==> config.mk <==
export PLATFORM = sky130hd
export DESIGN_NAME = wb_arbiter
export DESIGN_NICKNAME = d
export VERILOG_FILES = /design/src/rtl/wb_arbiter_pkg.sv /design/src/rtl/wb_scoreboard.sv /design/src/rtl/wb_arbiter.sv
export SDC_FILE = /design/constraint.sdc
export NUM_CORES = 1
export LEC_CHECK = 0
export ABC_AREA = 0
export BUFFER_PORTS_ARGS = -buffer_cell sky130_fd_sc_hd__clkbuf_2
export CAP_MARGIN = 20
export CORE_UTILIZATION = 35
export CTS_CLUSTER_DIAMETER = 120
export DETAILED_ROUTE_END_ITERATION = 10
export PLACE_DENSITY = 0.68
export SLEW_MARGIN = 25
export SYNTH_ARGS = -nofsm -noshare
export SYNTH_HDL_FRONTEND = slang
export SYNTH_SLANG_ARGS = --single-unit
==> constraint.sdc <==
create_clock -name clock -period 5 [get_ports clock]
set_input_delay 1 -clock clock [delete_from_list [all_inputs] [get_ports clock]]
set_output_delay 1 -clock clock [all_outputs]
set_load 0.03 [all_outputs]
==> src/rtl/wb_arbiter_pkg.sv <==
// Shared writeback types and constants.
// Used by the arbiter top and its pending-write scoreboard.
package wb_arbiter_pkg;

  localparam int XLEN       = 64;
  localparam int REG_ADDR_W = 5;
  localparam int NREG       = 32;
  localparam int CNT_W      = 4;

  typedef logic [REG_ADDR_W-1:0] reg_addr_t;

  typedef struct packed {
    logic            valid;
    reg_addr_t       rd;
    logic [XLEN-1:0] data;
  } wb_req_t;

endpackage

==> src/rtl/wb_scoreboard.sv <==
// Pending-write bit per architectural register.
// Feeds RAW/WAW busy lookups back to the issue stage.
module wb_scoreboard
  import wb_arbiter_pkg::*;
(
  input  logic      clock,
  input  logic      reset,
  input  logic      set_en,
  input  reg_addr_t set_rd,
  input  logic      clr_en,
  input  reg_addr_t clr_rd,
  input  reg_addr_t rs1,
  input  reg_addr_t rs2,
  input  reg_addr_t rd,
  output logic      rs1_busy,
  output logic      rs2_busy,
  output logic      rd_busy
);

  logic [NREG-1:0] pending;
  logic [NREG-1:0] pending_nxt;

  // Set after clear: a newly issued producer owns the register.
  always_comb begin
    pending_nxt = pending;
    if (clr_en) begin
      pending_nxt[clr_rd] = 1'b0;
    end
    if (set_en && (set_rd != '0)) begin
      pending_nxt[set_rd] = 1'b1;
    end
    pending_nxt[0] = 1'b0;
  end

  always_ff @(posedge clock or negedge reset) begin
    if (!reset) begin
      pending <= '0;
    end else begin
      pending <= pending_nxt;
    end
  end

  function automatic logic lookup(
    input logic [NREG-1:0] pend,
    input logic            wen,
    input reg_addr_t       waddr,
    input reg_addr_t       x
  );
    return (x != '0) & pend[x] & ~(wen & (waddr == x));
  endfunction

  // The RF forwards the write in flight, so it reads not-busy.
  assign rs1_busy = lookup(pending, clr_en, clr_rd, rs1);
  assign rs2_busy = lookup(pending, clr_en, clr_rd, rs2);
  assign rd_busy  = lookup(pending, clr_en, clr_rd, rd);

endmodule

==> src/rtl/wb_arbiter.sv <==
// Writeback stage: merges pipe and MDU results into one
// registered RF write per cycle, with an anti-starvation grant.
module wb_arbiter
  import wb_arbiter_pkg::*;
#(
  parameter int XLEN         = wb_arbiter_pkg::XLEN,
  parameter int STARVE_LIMIT = 4
) (
  input  logic                  clock,
  input  logic                  reset,
  input  logic                  pipe_valid,
  output logic                  pipe_ready,
  input  logic [REG_ADDR_W-1:0] pipe_rd,
  input  logic [XLEN-1:0]       pipe_data,
  input  logic                  mdu_valid,
  output logic                  mdu_ready,
  input  logic [REG_ADDR_W-1:0] mdu_rd,
  input  logic [XLEN-1:0]       mdu_data,
  input  logic                  iss_valid,
  input  logic [REG_ADDR_W-1:0] iss_rd,
  input  logic [REG_ADDR_W-1:0] iss_rs1,
  input  logic [REG_ADDR_W-1:0] iss_rs2,
  output logic                  rs1_busy,
  output logic                  rs2_busy,
  output logic                  rd_busy,
  output logic                  rf_wen,
  output logic [REG_ADDR_W-1:0] rf_waddr,
  output logic [XLEN-1:0]       rf_wdata
);

  localparam logic [CNT_W-1:0] LIMIT = CNT_W'(STARVE_LIMIT);

  wb_req_t          pipe_req;
  wb_req_t          mdu_req;
  wb_req_t          win;
  logic             grant_mdu;
  logic [CNT_W-1:0] starve_cnt;
  logic [CNT_W-1:0] starve_nxt;

  assign pipe_req.valid = pipe_valid;
  assign pipe_req.rd    = pipe_rd;
  assign pipe_req.data  = pipe_data;
  assign mdu_req.valid  = mdu_valid;
  assign mdu_req.rd     = mdu_rd;
  assign mdu_req.data   = mdu_data;

  // The pipe wins ties until the MDU has waited STARVE_LIMIT cycles.
  assign grant_mdu  = mdu_req.valid
                    & (~pipe_req.valid | (starve_cnt == LIMIT));
  assign mdu_ready  = grant_mdu;
  assign pipe_ready = ~grant_mdu;

  // win.valid is exactly "some source handshakes this cycle".
  assign win = grant_mdu ? mdu_req : pipe_req;

  always_comb begin
    starve_nxt = starve_cnt;
    if (!mdu_valid || grant_mdu) begin
      starve_nxt = '0;
    end else if (starve_cnt != LIMIT) begin
      starve_nxt = starve_cnt + 1'b1;
    end
  end

  always_ff @(posedge clock or negedge reset) begin
    if (!reset) begin
      starve_cnt <= '0;
    end else begin
      starve_cnt <= starve_nxt;
    end
  end

  always_ff @(posedge clock or negedge reset) begin
    if (!reset) begin
      rf_wen   <= 1'b0;
      rf_waddr <= '0;
      rf_wdata <= '0;
    end else begin
      rf_wen <= win.valid & (win.rd != '0);
      if (win.valid) begin
        rf_waddr <= win.rd;
        rf_wdata <= win.data;
      end
    end
  end

  wb_scoreboard u_sb (
    .clock    (clock),
    .reset    (reset),
    .set_en   (iss_valid),
    .set_rd   (iss_rd),
    .clr_en   (rf_wen),
    .clr_rd   (rf_waddr),
    .rs1      (iss_rs1),
    .rs2      (iss_rs2),
    .rd       (iss_rd),
    .rs1_busy (rs1_busy),
    .rs2_busy (rs2_busy),
    .rd_busy  (rd_busy)
  );

endmodule

==> results of run 1 <==
logic make-up (layout without fill, tap and decap cells):
logic type,after synthesis,in the layout,share of synthesized area (%)
muxes,33,33,11.0
adders and majority gates,2,2,0.450
and+or+nand+nor,73,73,7.13
buffers and inverters,51,263,4.77
xor gates and xnor gates,17,17,2.68
DFF,105,105,47.2
AOI/OAI and AO/OA,210,210,26.8
sequential cells by signal, summed over array words and instances, names as in the netlist:
register and count:
rf_waddr 5, u_sb.pending 31, rf_wen 1, starve_cnt 4, rf_wdata 64
worst min path at each step:
stage / end / slack [ns]
after detailed placement: starve_cnt[0]$_DFFE_PN0P_ / 0.50
after floorplan: starve_cnt[0]$_DFFE_PN0P_ / 0.45
after global routing: starve_cnt[0]$_DFFE_PN0P_ / 0.54
after CTS: starve_cnt[0]$_DFFE_PN0P_ / 0.51
after global placement: starve_cnt[0]$_DFFE_PN0P_ / 0.47
final: starve_cnt[0]$_DFFE_PN0P_ / 0.51
critical path: cells and delay by family:
family | cells | cell delay, ns
compound gates | 3 | 0.68
mux | 1 | 0.56
buf+inv | 2 | 0.50
cells in the mapped netlist (10+ instances only):
library cell	count
dfrtp_1	105
o21ai_0	67
a21o_1	64
a22o_1	64
mux4_2	17
nand2_1	16
clkbuf_1	14
nand3b_1	14
nor2_1	14
xor2_1	13
inv_1	11
mux2i_1	10
nand3_1	10
cells in the final DEF, fill, tap and decap left out, types with 2 or more instances in the layout:
master,instances
o21ai_0,67
a21o_1,64
or3b_2,3
nand3b_1,14
clkbuf_2,231
dfrtp_1,105
inv_6,3
nand3_1,10
a22o_1,64
a41oi_1,2
clkinv_4,2
clkbuf_16,9
o22ai_1,4
nand2b_1,2
ha_1,2
mux2i_1,10
nor2_4,2
mux4_2,17
xnor2_1,4
mux4_1,4
xor2_1,13
o21a_1,2
inv_1,11
nor4_1,4
buf_4,4
or3_1,2
nor2_1,12
nor3_1,3
mux2_2,2
nand2_1,16
per-layer routing:
layer | GRT usage [%] | vias to the layer above | part of all wire (%)
met4 | 8.65 | 0 | 2.1
met1 | 24.9 | 2476 | 39
li1 | - | 2276 | -
met3 | 5.05 | 31 | 7.9
met5 | 0 | - | 0
met2 | 36.3 | 227 | 51
layout make-up:
class / instances / area [µm²]
fillers: 1480 / 8240
clock inverters: 6 / 60.1
inverters: 11 / 41.3
repair buffers: 236 / 1200
clock buffers: 10 / 239
flip-flops and latches: 105 / 2630
multi-input cells: 335 / 2700
well taps: 211 / 264
per-stage QoR:
step | area (µm²) | setup slack [ns] | hold WS [ns]
after detailed placement | 6830 | 1.28 | 0.500
after global placement | 6830 | 1.34 | 0.471
after global routing | 7130 | 1.18 | 0.537
after floorplan | 5570 | 1.75 | 0.454
after CTS | 7120 | 1.26 | 0.509
final | 7130 | 1.26 | 0.511
power breakdown:
group / total [mW] / internal [mW] / switching, mW
sequential: 1.20 / 1.01 / 0.193
combinational: 0.762 / 0.350 / 0.412
clock: 0.698 / 0.363 / 0.335
total: 2.66 / 1.72 / 0.940
==> impl_metrics.json, run 1 <==
{
  "floorplan.rows": 45,
  "placed_cells": 898,
  "worst_slew_margin_rel_pct": 34.1,
  "worst_r2r_endpoint": "rf_wdata[28]$_DFFE_PN0P_",
  "final_layout_size_suffix_gt1_share_pct": 39.7,
  "synthesis.area_um2": 5570,
  "numCtsBuffers": 9,
  "worstSetupEndpointType": "output pin",
  "grt_antenna_before_repair": 0,
  "first_pass_iters": 4,
  "clkTransAtPathRegs_ns": 0.07,
  "max_cap_violations": 0,
  "postSynth.asyncResetShare_pct": 100,
  "pwr_density_cell_nw_per_um2": 374,
  "worst-endpoint-required_ns": 4.00,
  "part_of_the_cycle_the_worst_path_needs_pct": 74.8,
  "synthesis.area_per_instance_um2": 11.3,
  "synth_ff_type": "dfrtp_1",
  "yosys_warnings": 0,
  "via_count": 5010,
  "critical_path.slowest_cell": "mux4_2",
  "area.growth.synth_to_final_pct": 28.1,
  "timing.critical_path.slowest_cell_delay_ns": 0.56,
  "final_cell_count_no_fill": 914,
  "die_w_um": 128,
  "final_max_slew_viol_count": 0,
  "dpl_wire_length_um": 12500,
  "synth_top_area_share_pct": 47.2,
  "min-delay-start": "starve_cnt[0]$_DFFE_PN0P_",
  "post_synth_inst_count": 491,
  "timing.rr.start": "starve_cnt[0]$_DFFE_PN0P_",
  "clock_tree.htree_level_count": 3,
  "drt_via_density": 5.48,
  "final.min_clock_period_ns": 3.74,
  "setup-tns-final_ns": 0,
  "start_kind": "primary input",
  "run_status": "finished clean",
  "die_area_um2": 16400,
  "rsz_0062_raised_after_global_routing": "no",
  "hold_buffers": 0,
  "hold_viol_final": 0,
  "critPathArrivalTime_ns": 2.74,
  "worstSkewPairLatency_ns": 0.35,
  "initial_utilization_pct": 36.2,
  "drtIter0Drc": 367,
  "clock-sinks": 105,
  "synth-seq-cells": 105,
  "timing_worst_slew_pin_value_ns": 0.986,
  "r2r_slack_ns": 2.20,
  "wire_length_of_the_first_global_routing_pass_um": 26600,
  "tritoncts": "yes",
  "timing.critical_path.from": "iss_rd[0]",
  "route.antenna.remaining_nets": 0,
  "max-clock-path-buffers": 2,
  "average_wire_per_standard_cell_um": 18.6,
  "timing.critical_path.fanout_max": 15,
  "ioPinCount": 233,
  "first_global_vias": 5148,
  "postSynthNetCount": 651,
  "cts.repair_timing.setup_buffer_count": 0,
  "die_y_um": 128,
  "totalWireLength_um": 17000,
  "fmax_ghz": 0.267,
  "irDropWorstVdd_uv": 170,
  "clock_skew_ns": 0.00634,
  "static_leakage_nw": 3.65,
  "routability_cong": 0.898,
  "grt_start_max_net_pins": 82,
  "grt_overflow": 0,
  "critical_path.cell_chain": "clkbuf_2, mux4_2, a32oi_1, o221ai_1, o31a_1, clkbuf_2",
  "post_synth_main_area_contributors": "dfrtp_1 47%, a22o_1 10%, a21o_1 8.6%",
  "yosys.area.top_type": "dfrtp_1",
  "setup_violations": 0,
  "timing.hold.worst.class": "flip-flop to flip-flop",
  "total_power_mw": 2.66,
  "grt_util_all_layers_pct": 21.0,
  "cts_root_buf": "clkbuf_16",
  "insertedDiodeCount": 0,
  "postCtsResizedCells": 0,
  "drc_errors": 0,
  "ys_seq_area_share_pct": 47.2,
  "synthDistinctLibCells": 42,
  "post-route-util_pct": 46.4,
  "worst_path_most_repeated_cell": "clkbuf_2",
  "worstHoldPathCells": 1,
  "worst_r2r_path_depth": 8,
  "synth_enable_flop_cells": 0,
  "fp.coreArea_um2": 15400,
  "placement.io_buffers": 232,
  "setup.worst_path.end": "rd_busy",
  "critPathKind": "primary input to output pin",
  "nNetsFinal": 858
}
Power figures use the tool's default switching activity.
==> inputs of run 2 (changes only) <==
==> constraint.sdc (replaced) <==
create_clock -name clock -period 3.63 [get_ports clock]
set_input_delay 0.726 -clock clock [delete_from_list [all_inputs] [get_ports clock]]
set_output_delay 0.726 -clock clock [all_outputs]
set_load 0.03 [all_outputs]
==> run 2 against run 1 <==
Against the previous run: combinational power increased by 38%; flip-flop and latch count unchanged; register-to-register slack got worse by 0.69 ns; die area unchanged; utilization increased by 0.28 points; routed wire length increased by 3.9%; clock skew increased by 0.0018 ns; largest cell class unchanged; largest power group unchanged.
==> impl_metrics.json, run 2 (synthesis gave the netlist of run 1 again) <==
{
  "flip_flop_count_of_the_largest_register_after_layout": 64,
  "static_leakage_nw": 3.66,
  "die_y_um": 128,
  "timing.critical_path.fanout_max": 15,
  "placement.io_buffers": 232,
  "via_count": 5089,
  "worst_slew_margin_rel_pct": 47.8,
  "critical_path.cell_chain": "clkbuf_2, mux4_2, a32oi_1, o221ai_1, o31a_1, clkbuf_2",
  "rsz_0062_raised_after_global_routing": "no",
  "hold_buffers": 0,
  "drc_errors": 0,
  "timing.critical_path.slowest_cell_delay_ns": 0.57,
  "final_layout_size_suffix_gt1_share_pct": 39.6,
  "registers.top_by_ff_count": "rf_wdata",
  "critPathArrivalTime_ns": 2.47,
  "grt_util_all_layers_pct": 22.0,
  "ioPinCount": 233,
  "initial_utilization_pct": 36.2,
  "setup_ws_ns": 0.438,
  "grt_overflow": 0,
  "setup_violations": 0,
  "numCtsBuffers": 9,
  "clkTransAtPathRegs_ns": 0.07,
  "part_of_the_cycle_the_worst_path_needs_pct": 87.9,
  "route.antenna.remaining_nets": 0,
  "max_cap_violations": 0,
  "first_pass_iters": 5,
  "fmax_ghz": 0.313,
  "final_max_slew_viol_count": 0,
  "setup-tns-final_ns": 0,
  "area.growth.synth_to_final_pct": 28.9,
  "clock_skew_ns": 0.00810,
  "die_area_um2": 16400,
  "grt_antenna_before_repair": 0,
  "critPathKind": "primary input to output pin",
  "run_status": "finished clean",
  "postCtsResizedCells": 0,
  "dp_worst_setup_slack_ns": 0.451,
  "drt_via_density": 5.56,
  "worst_path_most_repeated_cell": "clkbuf_2",
  "nNetsFinal": 860,
  "largestRegisters": "rf_wdata: 64 flops, u_sb.pending: 31 flops, rf_waddr: 5 flops",
  "pwr_density_cell_nw_per_um2": 516,
  "worstSetupEndpointType": "output pin",
  "hold_viol_final": 0,
  "final.min_clock_period_ns": 3.19,
  "insertedDiodeCount": 0,
  "irDropWorstVdd_uv": 282,
  "max-clock-path-buffers": 2,
  "routability_cong": 0.881,
  "tritoncts": "yes",
  "critical_path.slowest_cell": "mux4_2",
  "first_global_vias": 5157,
  "timing_worst_slew_pin_value_ns": 0.783,
  "floorplan.rows": 45,
  "mostFrequentLayoutCell": "clkbuf_2",
  "dpl_wire_length_um": 13100,
  "cp_top_family": "compound AO/OA/AOI/OAI gates",
  "cts_root_buf": "clkbuf_16",
  "grt_start_max_net_pins": 76,
  "worst-endpoint-required_ns": 2.90,
  "die_w_um": 128,
  "drtIter0Drc": 265,
  "layout.cells.most_common_list": "231 x clkbuf_2, 105 x dfrtp_1, 67 x o21ai_0",
  "totalWireLength_um": 17700,
  "average_wire_per_standard_cell_um": 19.3,
  "clock-sinks": 105,
  "wire_length_of_the_first_global_routing_pass_um": 27500,
  "worst-path-buf-inv": 2,
  "start_kind": "primary input",
  "fp.coreArea_um2": 15400,
  "clock_tree.htree_level_count": 3,
  "cts.repair_timing.setup_buffer_count": 0,
  "timing.hold.worst.class": "primary input to async pin",
  "worstSkewPairLatency_ns": 0.35
}
==> run 2: path summary, 6_finish.rpt <==
kind                                            from                        end  slack, ns  cells after the start
setup / recovery                           iss_rd[0]                    rd_busy       0.44                      6
hold / removal                                 reset   rf_wdata[15]$_DFFE_PN0P_       0.40                      1
setup reg to reg           starve_cnt[0]$_DFFE_PN0P_    rf_wdata[5]$_DFFE_PN0P_       1.51                      7
hold reg to reg            starve_cnt[0]$_DFFE_PN0P_  starve_cnt[0]$_DFFE_PN0P_       0.50                      1
max in group asynchronous                      reset   rf_wdata[54]$_DFFE_PN0P_       2.49                      2
min in group clock         starve_cnt[0]$_DFFE_PN0P_  starve_cnt[0]$_DFFE_PN0P_       0.50                      1
==> run 2: area by class of cell <==
type                       count  area [µm²]
clock buffer                  12         246
clock inverter                 4        52.6
fill                        1481        8200
inverter                      11        41.3
multi-input combinational    335        2700
sequential                   105        2630
tap                          211         264
timing repair buffer         238        1240
==> run 2: power by group <==
group          internal (mW)  switching, mW  total (mW)  leakage, nW
logic                  0.488          0.564        1.05         2.28
registers               1.39          0.272        1.66         1.24
clock network          0.554          0.432       0.986        0.135
total                   2.43           1.27        3.70         3.66
==> run 2: through the flow <==
step	utilization (%)	total power [mW]	cells	hold WS, ns	area (µm²)
5_1_grt	46.7	3.89	916	0.460	7170
4_1_cts	46.7	3.72	916	0.427	7170
6_report	46.7	3.70	916	0.402	7170
3_5_place_dp	44.7	2.73	900	0.480	6870
3_3_place_gp	44.5	2.69	899	0.471	6850
2_1_floorplan	-	2.29	491	0.430	5570
==> run 2: per-layer routing <==
metal	GRT usage, %	up-vias	share of wire (%)
li1	-	2280	-
met1	26.4	2555	40
met2	36.0	216	49
met3	6.51	38	7.6
met4	10.8	0	3.2
met5	0	-	0
==> inputs of run 3 (changes only) <==
--- a/config.mk
+++ b/config.mk
@@ -12,6 +12,7 @@
 export CTS_CLUSTER_DIAMETER = 120
 export DETAILED_ROUTE_END_ITERATION = 10
 export PLACE_DENSITY = 0.68
+export RECOVER_POWER = 100
 export SLEW_MARGIN = 25
 export SYNTH_ARGS = -nofsm -noshare
 export SYNTH_HDL_FRONTEND = slang
==> run 3 against run 2 <==
Against the previous run: routed wire length rose by 0.85%; utilization down 0.94 points; final area shrank 2.0%; critical path depth did not move; clock-buffer cell count is the same; first-iteration DRC count decreased by 15%; sequential power about the same; combinational power about the same; worst setup slack worse by 0.043 ns; power down 0.74%; sequential share of layout area increased by 0.76 points; flip-flop and latch count is the same.
==> impl_metrics.json, run 3 (synthesis gave the netlist of run 1 again) <==
{
  "largestRegisters": "rf_wdata: 64 flops, u_sb.pending: 31 flops, rf_waddr: 5 flops",
  "setup-tns-final_ns": 0,
  "pwr_density_cell_nw_per_um2": 523,
  "layout.cells.most_common_list": "159 x clkbuf_2, 105 x dfrtp_1, 78 x clkbuf_1",
  "timing.hold.worst.class": "flip-flop to flip-flop",
  "numCtsBuffers": 9,
  "clkTransAtPathRegs_ns": 0.07,
  "critPathArrivalTime_ns": 2.51,
  "total_switching_power_mw": 1.27,
  "rsz_0062_raised_after_global_routing": "no",
  "final_cell_count_no_fill": 916,
  "timing.critical_path.fanout_max": 11,
  "final_max_slew_viol_count": 0,
  "critical_path.cell_chain": "clkbuf_1, mux4_2, mux2i_1, o22ai_1, o21a_1, clkbuf_2",
  "power.sequential.fraction_pct": 45.3,
  "combPwrFrac_pct": 27.8,
  "fp.coreArea_um2": 15400,
  "floorplan.rows": 45,
  "cts_root_buf": "clkbuf_16",
  "worst-endpoint-required_ns": 2.90,
  "timing_worst_slew_pin_value_ns": 1.45,
  "ioPinCount": 233,
  "timing.critical_path.slowest_cell_delay_ns": 0.59,
  "cellInternalPower_mw": 2.40,
  "dpl_wire_length_um": 13100,
  "placed_cells": 900,
  "die_area_um2": 16400,
  "drc_errors": 0,
  "power.share.clock_pct": 26.9,
  "area.growth.synth_to_final_pct": 26.3,
  "route.antenna.remaining_nets": 0,
  "final.min_clock_period_ns": 3.24,
  "insertedDiodeCount": 0,
  "static_leakage_nw": 3.41,
  "mostFrequentLayoutCell": "clkbuf_2",
  "hold_viol_final": 0,
  "die_w_um": 128,
  "routability_cong": 0.881,
  "final_layout_size_suffix_gt1_share_pct": 28.7,
  "clock_tree.htree_level_count": 3,
  "initial_utilization_pct": 36.2,
  "drt_via_density": 5.57,
  "placement.io_buffers": 232,
  "nNetsFinal": 860,
  "max_cap_violations": 0,
  "first_pass_iters": 5,
  "average_wire_per_standard_cell_um": 19.5,
  "part_of_the_cycle_the_worst_path_needs_pct": 89.1,
  "worst_slew_margin_rel_pct": 3.18,
  "wire_length_of_the_first_global_routing_pass_um": 27500,
  "post-route-util_pct": 45.7,
  "start_kind": "primary input",
  "max-clock-path-buffers": 2,
  "postCtsResizedCells": 0,
  "irDropWorstVdd_uv": 281,
  "power.switching_fraction_pct": 34.6,
  "run_status": "finished clean",
  "tritoncts": "yes",
  "cts.repair_timing.setup_buffer_count": 0,
  "grt_start_max_net_pins": 76,
  "worstSkewPairLatency_ns": 0.35,
  "critPathKind": "primary input to output pin",
  "worstHoldPathCells": 1,
  "critical_path.slowest_cell": "mux4_2",
  "grt_util_all_layers_pct": 22.0,
  "clock_skew_ns": 0.00784,
  "die_y_um": 128,
  "grt_antenna_before_repair": 0,
  "worst_r2r_path_depth": 7,
  "setup_violations": 0,
  "grt_overflow": 0,
  "via_count": 5101,
  "clock-sinks": 105,
  "hold_buffers": 0,
  "total_power_mw": 3.67,
  "drtIter0Drc": 225,
  "flip_flop_count_of_the_largest_register_after_layout": 64,
  "registers.top_by_ff_count": "rf_wdata",
  "fmax_ghz": 0.309,
  "worstSetupEndpointType": "output pin",
  "first_global_vias": 5157,
  "totalWireLength_um": 17900
}
run 3: cell types whose count changed in the layout (fill, tap and decap cells not counted):
| cell | before | now |
|---|---|---|
| buf_12 | 1 | 0 |
| buf_16 | 1 | 0 |
| buf_4 | 5 | 3 |
| clkbuf_1 | 2 | 78 |
| clkbuf_2 | 231 | 159 |
| nor2_1 | 12 | 13 |
| nor2_4 | 2 | 1 |
run 3: stage by stage:
stage                     instance area (µm²)  setup slack [ns]  hold slack (ns)
after global routing                     7030             0.227            0.503
after detailed placement                 6870             0.451            0.480
after floorplan                          5570             0.930            0.430
after CTS                                7170             0.434            0.427
after global placement                   6850             0.446            0.471
final                                    7030             0.395            0.497
run 3: worst max-delay path, delay by kind of cell:
kind | cells | cell delay (ns)
muxes | 2 | 0.74
buffers and inverters | 2 | 0.76
AOI/OAI and AO/OA | 2 | 0.29
run 3: final timing paths:
| check | from | to | slack (ns) |
|---|---|---|---|
| max | iss_rs2[0] | rs2_busy | 0.39 |
| min | starve_cnt[0]$_DFFE_PN0P_ | starve_cnt[0]$_DFFE_PN0P_ | 0.50 |
| max reg2reg | starve_cnt[0]$_DFFE_PN0P_ | rf_wdata[5]$_DFFE_PN0P_ | 0.57 |
| min reg2reg | starve_cnt[0]$_DFFE_PN0P_ | starve_cnt[0]$_DFFE_PN0P_ | 0.50 |
| max in group asynchronous | reset | rf_wdata[54]$_DFFE_PN0P_ | 0.98 |
| min in group asynchronous | reset | rf_wdata[15]$_DFFE_PN0P_ | 0.64 |
run 3: layer usage:
| metal | track usage [%] | routed length [µm] |
|---|---|---|
| met5 | 0 | 0 |
| met4 | 10.8 | 478 |
| met3 | 6.51 | 1420 |
| met2 | 36.0 | 8790 |
| met1 | 26.4 | 7170 |
run 3: area by class of cell:
cell class	instances	area, µm²
timing repair buffer	238	1100
tap	211	264
clock buffer	12	246
inverter	11	41.3
fill	1520	8340
sequential	105	2630
multi-input combinational	335	2690
clock inverter	4	52.6
run 3: power groups by stage:
stage	registers, mW	logic, mW	clock network, mW
final	1.66	1.02	0.990
after global routing	1.69	1.11	1.06
after CTS	1.65	1.06	1.01
after detailed placement	1.67	1.05	0
after global placement	1.67	1.02	0
after floorplan	1.71	0.586	0
